$ cat config.mk
export PLATFORM = sky130hd
export DESIGN_NAME = camera_capture
export DESIGN_NICKNAME = d
export VERILOG_FILES = /design/src/rtl/camera_pkg.sv /design/src/rtl/byte_packer.sv /design/src/rtl/camera_capture.sv
export SDC_FILE = /design/constraint.sdc
export NUM_CORES = 1
export LEC_CHECK = 0
export ABC_CLOCK_PERIOD_IN_PS = 15300
export BUFFER_PORTS_ARGS = -buffer_cell sky130_fd_sc_hd__buf_4
export CORE_ASPECT_RATIO = 1.5
export CORE_MARGIN = 4
export CORE_UTILIZATION = 50
export CTS_CLUSTER_SIZE = 8
export DETAILED_ROUTE_END_ITERATION = 8
export GPL_TIMING_DRIVEN = 0
export HOLD_SLACK_MARGIN = 0.15
export PLACE_DENSITY = 0.68
export SYNTH_ARGS = -nofsm -noshare
export SYNTH_HDL_FRONTEND = slang
export SYNTH_SLANG_ARGS = --single-unit
export TNS_END_PERCENT = 1
$ cat constraint.sdc
create_clock -name p_clk -period 15.3 [get_ports p_clk]
set_input_delay 3.06 -clock p_clk [delete_from_list [all_inputs] [get_ports p_clk]]
set_output_delay 3.06 -clock p_clk [all_outputs]
set_load 0.1 [all_outputs]
$ cat src/rtl/camera_pkg.sv
// Shared types and constants for the DVP camera capture front end.
package camera_pkg;

  // Framing FSM states
  typedef enum logic [1:0] {
    WAIT_VS   = 2'd0,
    WAIT_FALL = 2'd1,
    ACTIVE    = 2'd2,
    DONE      = 2'd3
  } cap_state_e;

  localparam int unsigned SLOT_COUNT     = 6;
  localparam int unsigned BYTES_PER_WORD = 16;

  // Number of 128-bit words in one RGB565 frame (2 bytes per pixel)
  function automatic int unsigned words_per_frame(input int unsigned h_pixels,
                                                  input int unsigned v_lines);
    return (h_pixels * v_lines * 32'd2) / BYTES_PER_WORD;
  endfunction

endpackage

$ cat src/rtl/byte_packer.sv
// Packs camera bytes into 128-bit words, byte 0 in the low lane, and
// presents each finished word with a one-cycle strobe.
module byte_packer
  import camera_pkg::*;
(
  input  logic         clk_i,
  input  logic         rst_i,
  input  logic         clear_i,
  input  logic         byte_en_i,
  input  logic [7:0]   byte_i,
  output logic [127:0] p_data_o,
  output logic         data_valid_o,
  output logic [3:0]   byte_idx_o,
  output logic         word_done_o
);

  localparam logic [3:0] LAST_IDX = 4'(BYTES_PER_WORD - 1);

  logic [127:0] shadow_q, shadow_d;
  logic [127:0] p_data_q, p_data_d;
  logic [3:0]   idx_q, idx_d;
  logic         valid_q, valid_d;

  // Next-state: fill the shadow lane, publish the word on the last byte
  always_comb begin
    shadow_d    = shadow_q;
    p_data_d    = p_data_q;
    idx_d       = idx_q;
    valid_d     = 1'b0;
    word_done_o = 1'b0;
    if (clear_i) begin
      idx_d = 4'd0;
    end else if (byte_en_i) begin
      shadow_d[{idx_q, 3'b000} +: 8] = byte_i;
      idx_d = idx_q + 4'd1;
      if (idx_q == LAST_IDX) begin
        p_data_d    = {byte_i, shadow_q[119:0]};
        valid_d     = 1'b1;
        word_done_o = 1'b1;
      end else begin
        p_data_d = p_data_q;
      end
    end else begin
      idx_d = idx_q;
    end
  end

  // Packer state registers; p_data holds between strobes
  always_ff @(posedge clk_i or posedge rst_i) begin
    if (rst_i) begin
      shadow_q <= 128'd0;
      p_data_q <= 128'd0;
      idx_q    <= 4'd0;
      valid_q  <= 1'b0;
    end else begin
      shadow_q <= shadow_d;
      p_data_q <= p_data_d;
      idx_q    <= idx_d;
      valid_q  <= valid_d;
    end
  end

  assign p_data_o     = p_data_q;
  assign data_valid_o = valid_q;
  assign byte_idx_o   = idx_q;

endmodule

$ cat src/rtl/camera_capture.sv
// Pixel-clock front end: registers the DVP bus, frames captures between
// vsync pulses, validates geometry and rotates through SDRAM frame slots.
module camera_capture
  import camera_pkg::*;
#(
  parameter int unsigned H_PIXELS  = 640,
  parameter int unsigned V_LINES   = 480,
  parameter int unsigned NUM_SLOTS = SLOT_COUNT,
  parameter int unsigned DONE_LEN  = 8
) (
  input  logic         p_clk,
  input  logic         rst,
  input  logic         cam_vsync,
  input  logic         cam_href,
  input  logic [7:0]   cam_data,
  input  logic         capture_en,
  output logic [127:0] p_data,
  output logic         data_valid,
  output logic         frame_done,
  output logic [2:0]   last_frame,
  output logic         frame_err
);

  localparam logic [31:0] WORDS      = 32'(words_per_frame(H_PIXELS, V_LINES));
  localparam logic [31:0] LINE_BYTES = 32'(2 * H_PIXELS);
  localparam logic [31:0] LINES      = 32'(V_LINES);
  localparam logic [31:0] DONE_LAST  = 32'(DONE_LEN - 1);
  localparam logic [2:0]  SLOT_LAST  = 3'(NUM_SLOTS - 1);

  logic       vsync_q, vsync_prev_q, href_q, href_prev_q;
  logic [7:0] data_q;

  cap_state_e  state_q;
  logic [31:0] word_cnt_q, word_cnt_d;
  logic [31:0] line_cnt_q, line_cnt_d;
  logic [31:0] line_byte_cnt_q, line_byte_cnt_d;
  logic [31:0] done_cnt_q;
  logic        err_q, err_d;
  logic        frame_done_q, frame_err_q;
  logic [2:0]  last_frame_q;

  logic       active_s, vs_rise_s, vs_fall_s, line_end_s, overflow_s;
  logic       in_byte_s, byte_en_s, word_done_s, residual_s, good_s, start_s;
  logic [3:0] byte_idx_s;

  // Single input register stage plus previous-value copies for edge detect
  always_ff @(posedge p_clk or posedge rst) begin
    if (rst) begin
      vsync_q      <= 1'b0;
      vsync_prev_q <= 1'b0;
      href_q       <= 1'b0;
      href_prev_q  <= 1'b0;
      data_q       <= 8'd0;
    end else begin
      vsync_q      <= cam_vsync;
      vsync_prev_q <= vsync_q;
      href_q       <= cam_href;
      href_prev_q  <= href_q;
      data_q       <= cam_data;
    end
  end

  // Frame bookkeeping: next counter values include this cycle's events so a
  // word finishing on the vsync edge is counted before the frame is judged
  always_comb begin
    active_s   = (state_q == ACTIVE);
    vs_rise_s  = vsync_q & ~vsync_prev_q;
    vs_fall_s  = ~vsync_q & vsync_prev_q;
    line_end_s = active_s & href_prev_q & ~href_q;
    overflow_s = (word_cnt_q >= WORDS);
    in_byte_s  = active_s & href_q;
    byte_en_s  = in_byte_s & ~overflow_s;
    start_s    = (state_q == WAIT_FALL) & vs_fall_s & capture_en;

    word_cnt_d = word_cnt_q + {31'd0, word_done_s};
    line_cnt_d = line_cnt_q + {31'd0, line_end_s};
    if (line_end_s) begin
      line_byte_cnt_d = 32'd0;
    end else if (in_byte_s) begin
      line_byte_cnt_d = line_byte_cnt_q + 32'd1;
    end else begin
      line_byte_cnt_d = line_byte_cnt_q;
    end
    err_d = err_q
          | (in_byte_s & overflow_s)
          | (line_end_s & (line_byte_cnt_q != LINE_BYTES));
    residual_s = ((byte_idx_s + {3'b000, byte_en_s}) != 4'd0);
    good_s = ~err_d & ~residual_s & (line_cnt_d == LINES) & (word_cnt_d == WORDS);
  end

  byte_packer u_packer (
    .clk_i        (p_clk),
    .rst_i        (rst),
    .clear_i      (start_s),
    .byte_en_i    (byte_en_s),
    .byte_i       (data_q),
    .p_data_o     (p_data),
    .data_valid_o (data_valid),
    .byte_idx_o   (byte_idx_s),
    .word_done_o  (word_done_s)
  );

  // Framing FSM with counters, slot rotation and registered status outputs
  always_ff @(posedge p_clk or posedge rst) begin
    if (rst) begin
      state_q         <= WAIT_VS;
      word_cnt_q      <= 32'd0;
      line_cnt_q      <= 32'd0;
      line_byte_cnt_q <= 32'd0;
      done_cnt_q      <= 32'd0;
      err_q           <= 1'b0;
      frame_done_q    <= 1'b0;
      frame_err_q     <= 1'b0;
      last_frame_q    <= 3'd0;
    end else begin
      frame_err_q <= 1'b0;
      case (state_q)
        WAIT_VS: begin
          if (vsync_q) begin
            state_q <= WAIT_FALL;
          end
        end
        WAIT_FALL: begin
          if (vs_fall_s) begin
            if (capture_en) begin
              state_q         <= ACTIVE;
              word_cnt_q      <= 32'd0;
              line_cnt_q      <= 32'd0;
              line_byte_cnt_q <= 32'd0;
              err_q           <= 1'b0;
            end else begin
              state_q <= WAIT_VS;
            end
          end
        end
        ACTIVE: begin
          word_cnt_q      <= word_cnt_d;
          line_cnt_q      <= line_cnt_d;
          line_byte_cnt_q <= line_byte_cnt_d;
          err_q           <= err_d;
          if (vs_rise_s) begin
            state_q      <= DONE;
            frame_done_q <= 1'b1;
            done_cnt_q   <= 32'd0;
            if (good_s) begin
              last_frame_q <= (last_frame_q == SLOT_LAST) ? 3'd0 : last_frame_q + 3'd1;
            end else begin
              frame_err_q <= 1'b1;
            end
          end
        end
        DONE: begin
          if (done_cnt_q == DONE_LAST) begin
            state_q      <= WAIT_FALL;
            frame_done_q <= 1'b0;
          end else begin
            done_cnt_q <= done_cnt_q + 32'd1;
          end
        end
        default: begin
          state_q      <= WAIT_VS;
          frame_done_q <= 1'b0;
        end
      endcase
    end
  end

  assign frame_done = frame_done_q;
  assign frame_err  = frame_err_q;
  assign last_frame = last_frame_q;

endmodule

==> impl_metrics.tcl, run 1 <==
set metrics [dict create \
    rsz0062_at_grt "no" \
    ys_seq_area_frac 0.528 \
    clk_path_buf_depth 3 \
    crit_chain "buf_4, and3_1, clkbuf_1, nor4_1, nand4_1, inv_1, clkbuf_1, ha_1, ha_1, nand2_1, nor3_1, nand2_1, nor3_1, o211ai_1, or4_4, or4_4, mux2_4" \
    die_h_um 247 \
    cts_buffers 56 \
    postCtsSetupRepairBufs 0 \
    drt_pass1_iterations 5 \
    grt_pass1_vias 15700 \
    ir_drop_mv 0.0878 \
    synth_warnings 0 \
    timing.final.hold_violations 0 \
    drc_errors 0 \
    finalPower_mw 2.73 \
    pin_count 147 \
    final_cell_mix "nand2_1 (573), dfrtp_1 (401), buf_4 (149)" \
    min_path_cells 0 \
    area_delta_synth_final_pct 17.3 \
    synth_edf_count 0 \
    cpPeakStageDelay_ps 950 \
    p_leak_nw 10.8 \
    via_per_inst 5.66 \
    critPathRequiredTime_ps 15770 \
    grt_max_degree 126 \
    fin_util 0.594 \
    gp_congestion 0.935 \
    fin_setup_tns_ps 0 \
    grt_pass1_wl_um 81900 \
    reg2reg_depth 17 \
    clock_skew_ps 29.6 \
    synthArstFlopShare 1.00 \
    cts_tree "built" \
    place_ws_ps 5910 \
    clk_pin_slew_ps 50 \
    finalSetupViolations 0 \
    die-area_um2 41300 \
    clockRootBuffer "clkbuf_16" \
    synth_top_cell_by_area "dfrtp_1" \
    path_max_fanout 11 \
    synth_top_flop_cell "dfrtp_1" \
    cts_resized 0 \
    crit_path_start_kind "input port" \
    final_cell_area_um2 22300 \
    fmax_ghz 0.112 \
    relSlewSlack 0.0700 \
    syn_area_um2 19000 \
    hp-start "href_q" \
    final_common_cell "nand2_1" \
    finalCritPeriodShare 0.584 \
    timing.hold.ws_ps 460 \
    r2r-start "word_cnt_q[23]" \
    synthesis.nets 2059 \
    drt-total-wl_um 50600 \
    crit_slowest_cell "nor4_1" \
    cts_hold_buffers 0 \
    port_buffers 146 \
    critPathArrivalTime_ps 9400 \
    final_layout_size_suffix_gt1_frac 0.162 \
    p_per_area_nw_per_um2 122 \
    dp.cells 2666 \
    fin_ws_ps 6370 \
    chipWidth_um 167 \
    postSynthCellCount 2028 \
    crit_type "in2reg" \
    placed_area_um2 20800 \
    synth.distinct_cells 73 \
    fillers 3297 \
    postSynthAreaPerCell_um2 9.38 \
    grt_use_total 0.243 \
    grt.overflow.total 0 \
    worst_r2r_endpoint "last_frame[1]" \
    ys_top_cells_by_area "dfrtp_1 (53%), nand2_1 (11%), mux2_2 (5.6%), o21ai_0 (3.0%), nor2_1 (2.3%)" \
    endpoint_kind "register" \
    wire_per_inst_um 18.5 \
    worst_pin_slew_ps 1380 \
    initial_utilization 0.506 \
    synth_top_cell_area_share 0.528 \
    antenna_found_initial 0 \
    period_minus_slack_ps 8930 \
    vias 15400 \
    antenna_cells 0 \
    ys_ff_latch 401 \
    core_um2 37600 \
    final-instance-count-excl-fill 2728 \
    reg2reg_slack_ps 8090 \
    num_rows 87 \
    nNetsFinal 2266 \
    holdCritPathClass "reg2reg" \
    status "finished clean" \
    drt_iter0_markers 1087 \
    ant_nets 0 \
    cts.sinks 401 \
    drv_cap 0 \
    h-tree-depth 2 \
    worstSkewPairLatency_ps 590 \
    dpl.hpwl_um 36500 \
    timing.final.max_slew_violations 0 \
    min_to "href_prev_q" \
]
-- routing by layer --
| layer | up-vias | global-route usage | part of all wire |
|---|---|---|---|
| li1 | 7343 | - | - |
| met1 | 7502 | 0.275 | 0.38 |
| met2 | 440 | 0.451 | 0.52 |
| met3 | 157 | 0.0341 | 0.048 |
| met4 | 0 | 0.115 | 0.050 |
| met5 | - | 0 | 0 |
-- layout make-up --
class	count	area (um2)	share of cell area
Sequential cell	401	10000	0.450
Multi-Input combinational cell	1464	8260	0.370
Clock buffer	59	1410	0.0633
Timing Repair Buffer	149	1180	0.0528
Tap cell	489	612	0.0274
Buffer	131	603	0.0270
Inverter	32	128	0.00572
Clock inverter	3	80.1	0.00359
-- kinds of logic after synthesis --
group,after synthesis,synth area share
and+or+nand+nor,1014,0.244
DFF,401,0.528
AOI/OAI and AO/OA,253,0.0814
buffers and inverters,163,0.0380
muxes,115,0.0673
xor gates and xnor gates,64,0.0295
adders and majority gates,18,0.0118
-- state kept, by name, summed over array words and instances (netlist names), 2 cells and up --
signal / flops
state_q: 2
done_cnt_q: 32
last_frame: 3
data_q: 8
u_packer.shadow_q: 120
word_cnt_q: 32
u_packer.byte_idx_o: 4
line_byte_cnt_q: 32
line_cnt_q: 32
u_packer.p_data_o: 128
-- power breakdown --
group / switching (mW) / internal, mW
clock: 0.441 / 0.660
combinational: 0.332 / 0.133
sequential: 0.0436 / 1.12
total: 0.816 / 1.91
-- cells in the mapped netlist (all sizes together), types with 13 or more instances --
master,count
clkbuf,117
a22o,13
nor4,42
mux2,97
or3,18
dfrtp,401
nor2,116
and3,41
a21oi,45
nand3,58
nand2,573
o21ai,115
xor2,34
xnor2,30
buf,14
inv,31
nand4,53
ha,18
mux2i,18
o31ai,22
nor3,49
-- worst max-delay path by stage --
stage | start | end | slack, ps | cells after the start
final | capture_en | last_frame[1] | 6370 | 17
after global routing | capture_en | last_frame[1] | 6160 | 17
after CTS | capture_en | last_frame[1] | 6510 | 18
after detailed placement | capture_en | last_frame[1] | 5910 | 18
after global placement | rst | u_packer.p_data_o[49] | -3090 | 2
after floorplan | rst | data_q[0] | 1090 | 1
-- worst max-delay path, delay by kind of cell --
family / cells / cell delay (ps)
AOI/OAI and AO/OA: 1 / 140
and+or+nand+nor: 9 / 4200
adders and majority gates: 2 / 600
buffers and inverters: 4 / 1060
muxes: 1 / 320
(Power assumes the default switching activity.)
==> run 2, diff against run 1 <==
--- a/config.mk
+++ b/config.mk
@@ -5,7 +5,7 @@
 export SDC_FILE = /design/constraint.sdc
 export NUM_CORES = 1
 export LEC_CHECK = 0
-export ABC_CLOCK_PERIOD_IN_PS = 15300
+export ABC_CLOCK_PERIOD_IN_PS = 7400
 export BUFFER_PORTS_ARGS = -buffer_cell sky130_fd_sc_hd__buf_4
 export CORE_ASPECT_RATIO = 1.5
 export CORE_MARGIN = 4
@@ -14,7 +14,7 @@
 export DETAILED_ROUTE_END_ITERATION = 8
 export GPL_TIMING_DRIVEN = 0
 export HOLD_SLACK_MARGIN = 0.15
-export PLACE_DENSITY = 0.68
+export PLACE_DENSITY = 0.71
 export SYNTH_ARGS = -nofsm -noshare
 export SYNTH_HDL_FRONTEND = slang
 export SYNTH_SLANG_ARGS = --single-unit
==> constraint.sdc (replaced) <==
create_clock -name p_clk -period 7.4 [get_ports p_clk]
set_input_delay 1.48 -clock p_clk [delete_from_list [all_inputs] [get_ports p_clk]]
set_output_delay 1.48 -clock p_clk [all_outputs]
set_load 0.1 [all_outputs]
==> impl_metrics.tcl, run 2 (same netlist as run 1, synthesis figures left out) <==
set metrics [dict create \
    critPathRequiredTime_ps 7890 \
    die_h_um 247 \
    status "finished clean" \
    initial_utilization 0.506 \
    cts_tree "built" \
    reg2reg_slack_ps 720 \
    pin_count 147 \
    finalPower_mw 5.66 \
    final_cell_mix "nand2_1 (573), dfrtp_1 (401), buf_4 (149)" \
    relSlewSlack 0.137 \
    area_delta_synth_final_pct 18.3 \
    chipWidth_um 167 \
    drc_errors 0 \
    critPathArrivalTime_ps 7360 \
    grt_use_total 0.249 \
    grt.overflow.total 0 \
    p_per_area_nw_per_um2 251 \
    nNetsFinal 2275 \
    final-instance-count-excl-fill 2736 \
    drt_pass1_iterations 5 \
    fin_setup_tns_ps 0 \
    dp.cells 2676 \
    antenna_found_initial 0 \
    cts_buffers 56 \
    grt_pass1_vias 16000 \
    finalSetupViolations 0 \
    gp_congestion 0.927 \
    worstSkewPairLatency_ps 610 \
    clk_path_buf_depth 3 \
    largest_register_ffs 128 \
    fin_ws_ps 528 \
    vias 15500 \
    drt_iter0_markers 1159 \
    p_leak_nw 10.9 \
    crit_type "in2reg" \
    h-tree-depth 2 \
    drv_cap 0 \
    num_rows 87 \
    wire_per_inst_um 18.9 \
    path_max_fanout 13 \
    clk_pin_slew_ps 50 \
    finalCritPeriodShare 0.929 \
    die-area_um2 41300 \
    timing.hold.ws_ps 418 \
    timing.final.hold_violations 0 \
    holdCritPathClass "reg2reg" \
    fillers 3221 \
    crit_path_start_kind "input port" \
    antenna_cells 0 \
    rsz0062_at_grt "no" \
    port_buffers 146 \
    final_cell_area_um2 22500 \
    final_layout_size_suffix_gt1_frac 0.167 \
    place_ws_ps -675 \
    final_common_cell "nand2_1" \
    ir_drop_mv 0.236 \
    period_minus_slack_ps 6870 \
    cts_hold_buffers 0 \
    worst_pin_slew_ps 1280 \
    drt-total-wl_um 51700 \
    dpl.hpwl_um 37500 \
    clock_skew_ps 26.9 \
    placed_area_um2 21000 \
    grt_pass1_wl_um 83900 \
    cts.sinks 401 \
    ant_nets 0 \
    timing.final.max_slew_violations 0 \
    core_um2 37600 \
    endpoint_kind "register" \
    fmax_ghz 0.146 \
    grt_max_degree 44 \
    via_per_inst 5.68 \
    fin_util 0.599 \
    clockRootBuffer "clkbuf_16" \
]
==> run 2: worst max-delay path, stage by stage <==
cell      delay, ps
buf_4           120
and3_1          150
clkbuf_1        240
nor4_2          640
nand4_1         340
inv_1           490
ha_1            290
nand3_1         130
clkbuf_8        190
nor4_1          690
xor2_1          300
a211oi_1        640
nand4_1         180
or4_4           560
or4_4           590
mux2_4          310
==> run 2: power by group <==
group | internal [mW] | switching [mW]
combinational | 0.284 | 0.702
sequential | 2.31 | 0.0907
clock | 1.34 | 0.929
total | 3.94 | 1.72
==> run 2: per-layer routing <==
layer / vias up / share of wire / global-route usage / routed length [um]
met2: 432 / 0.54 / 0.469 / 27800
met5: - / 0 / 0 / 0
met1: 7605 / 0.37 / 0.273 / 19200
li1: 7362 / - / - / -
met3: 150 / 0.046 / 0.0384 / 2360
met4: 0 / 0.047 / 0.120 / 2420
==> run 2: worst paths after layout <==
kind	start	end	cells past startpoint
max	capture_en	last_frame[2]	16
max in group asynchronous	rst	u_packer.p_data_o[46]	7
min	href_q	href_prev_q	0
min in group asynchronous	rst	data_q[4]	2
max reg2reg	word_cnt_q[17]	last_frame[2]	16
min reg2reg	href_q	href_prev_q	0
==> run 2: what timing repair did <==
action                                  CTS  global route
hold endpoints to repair                  0             0
buffers inserted                          0             0
gates resized for setup                   1             0
endpoints found under the setup margin    2             2
==> run 2: final cells by class <==
class	count	area [um2]	share of cell area
clock buffer	57	1420	0.0629
buffer	130	599	0.0266
tap	489	612	0.0272
clock inverter	4	76.3	0.00339
sequential	401	10000	0.446
timing repair buffer	159	1370	0.0609
inverter	32	124	0.00550
multi-input combinational	1464	8270	0.368
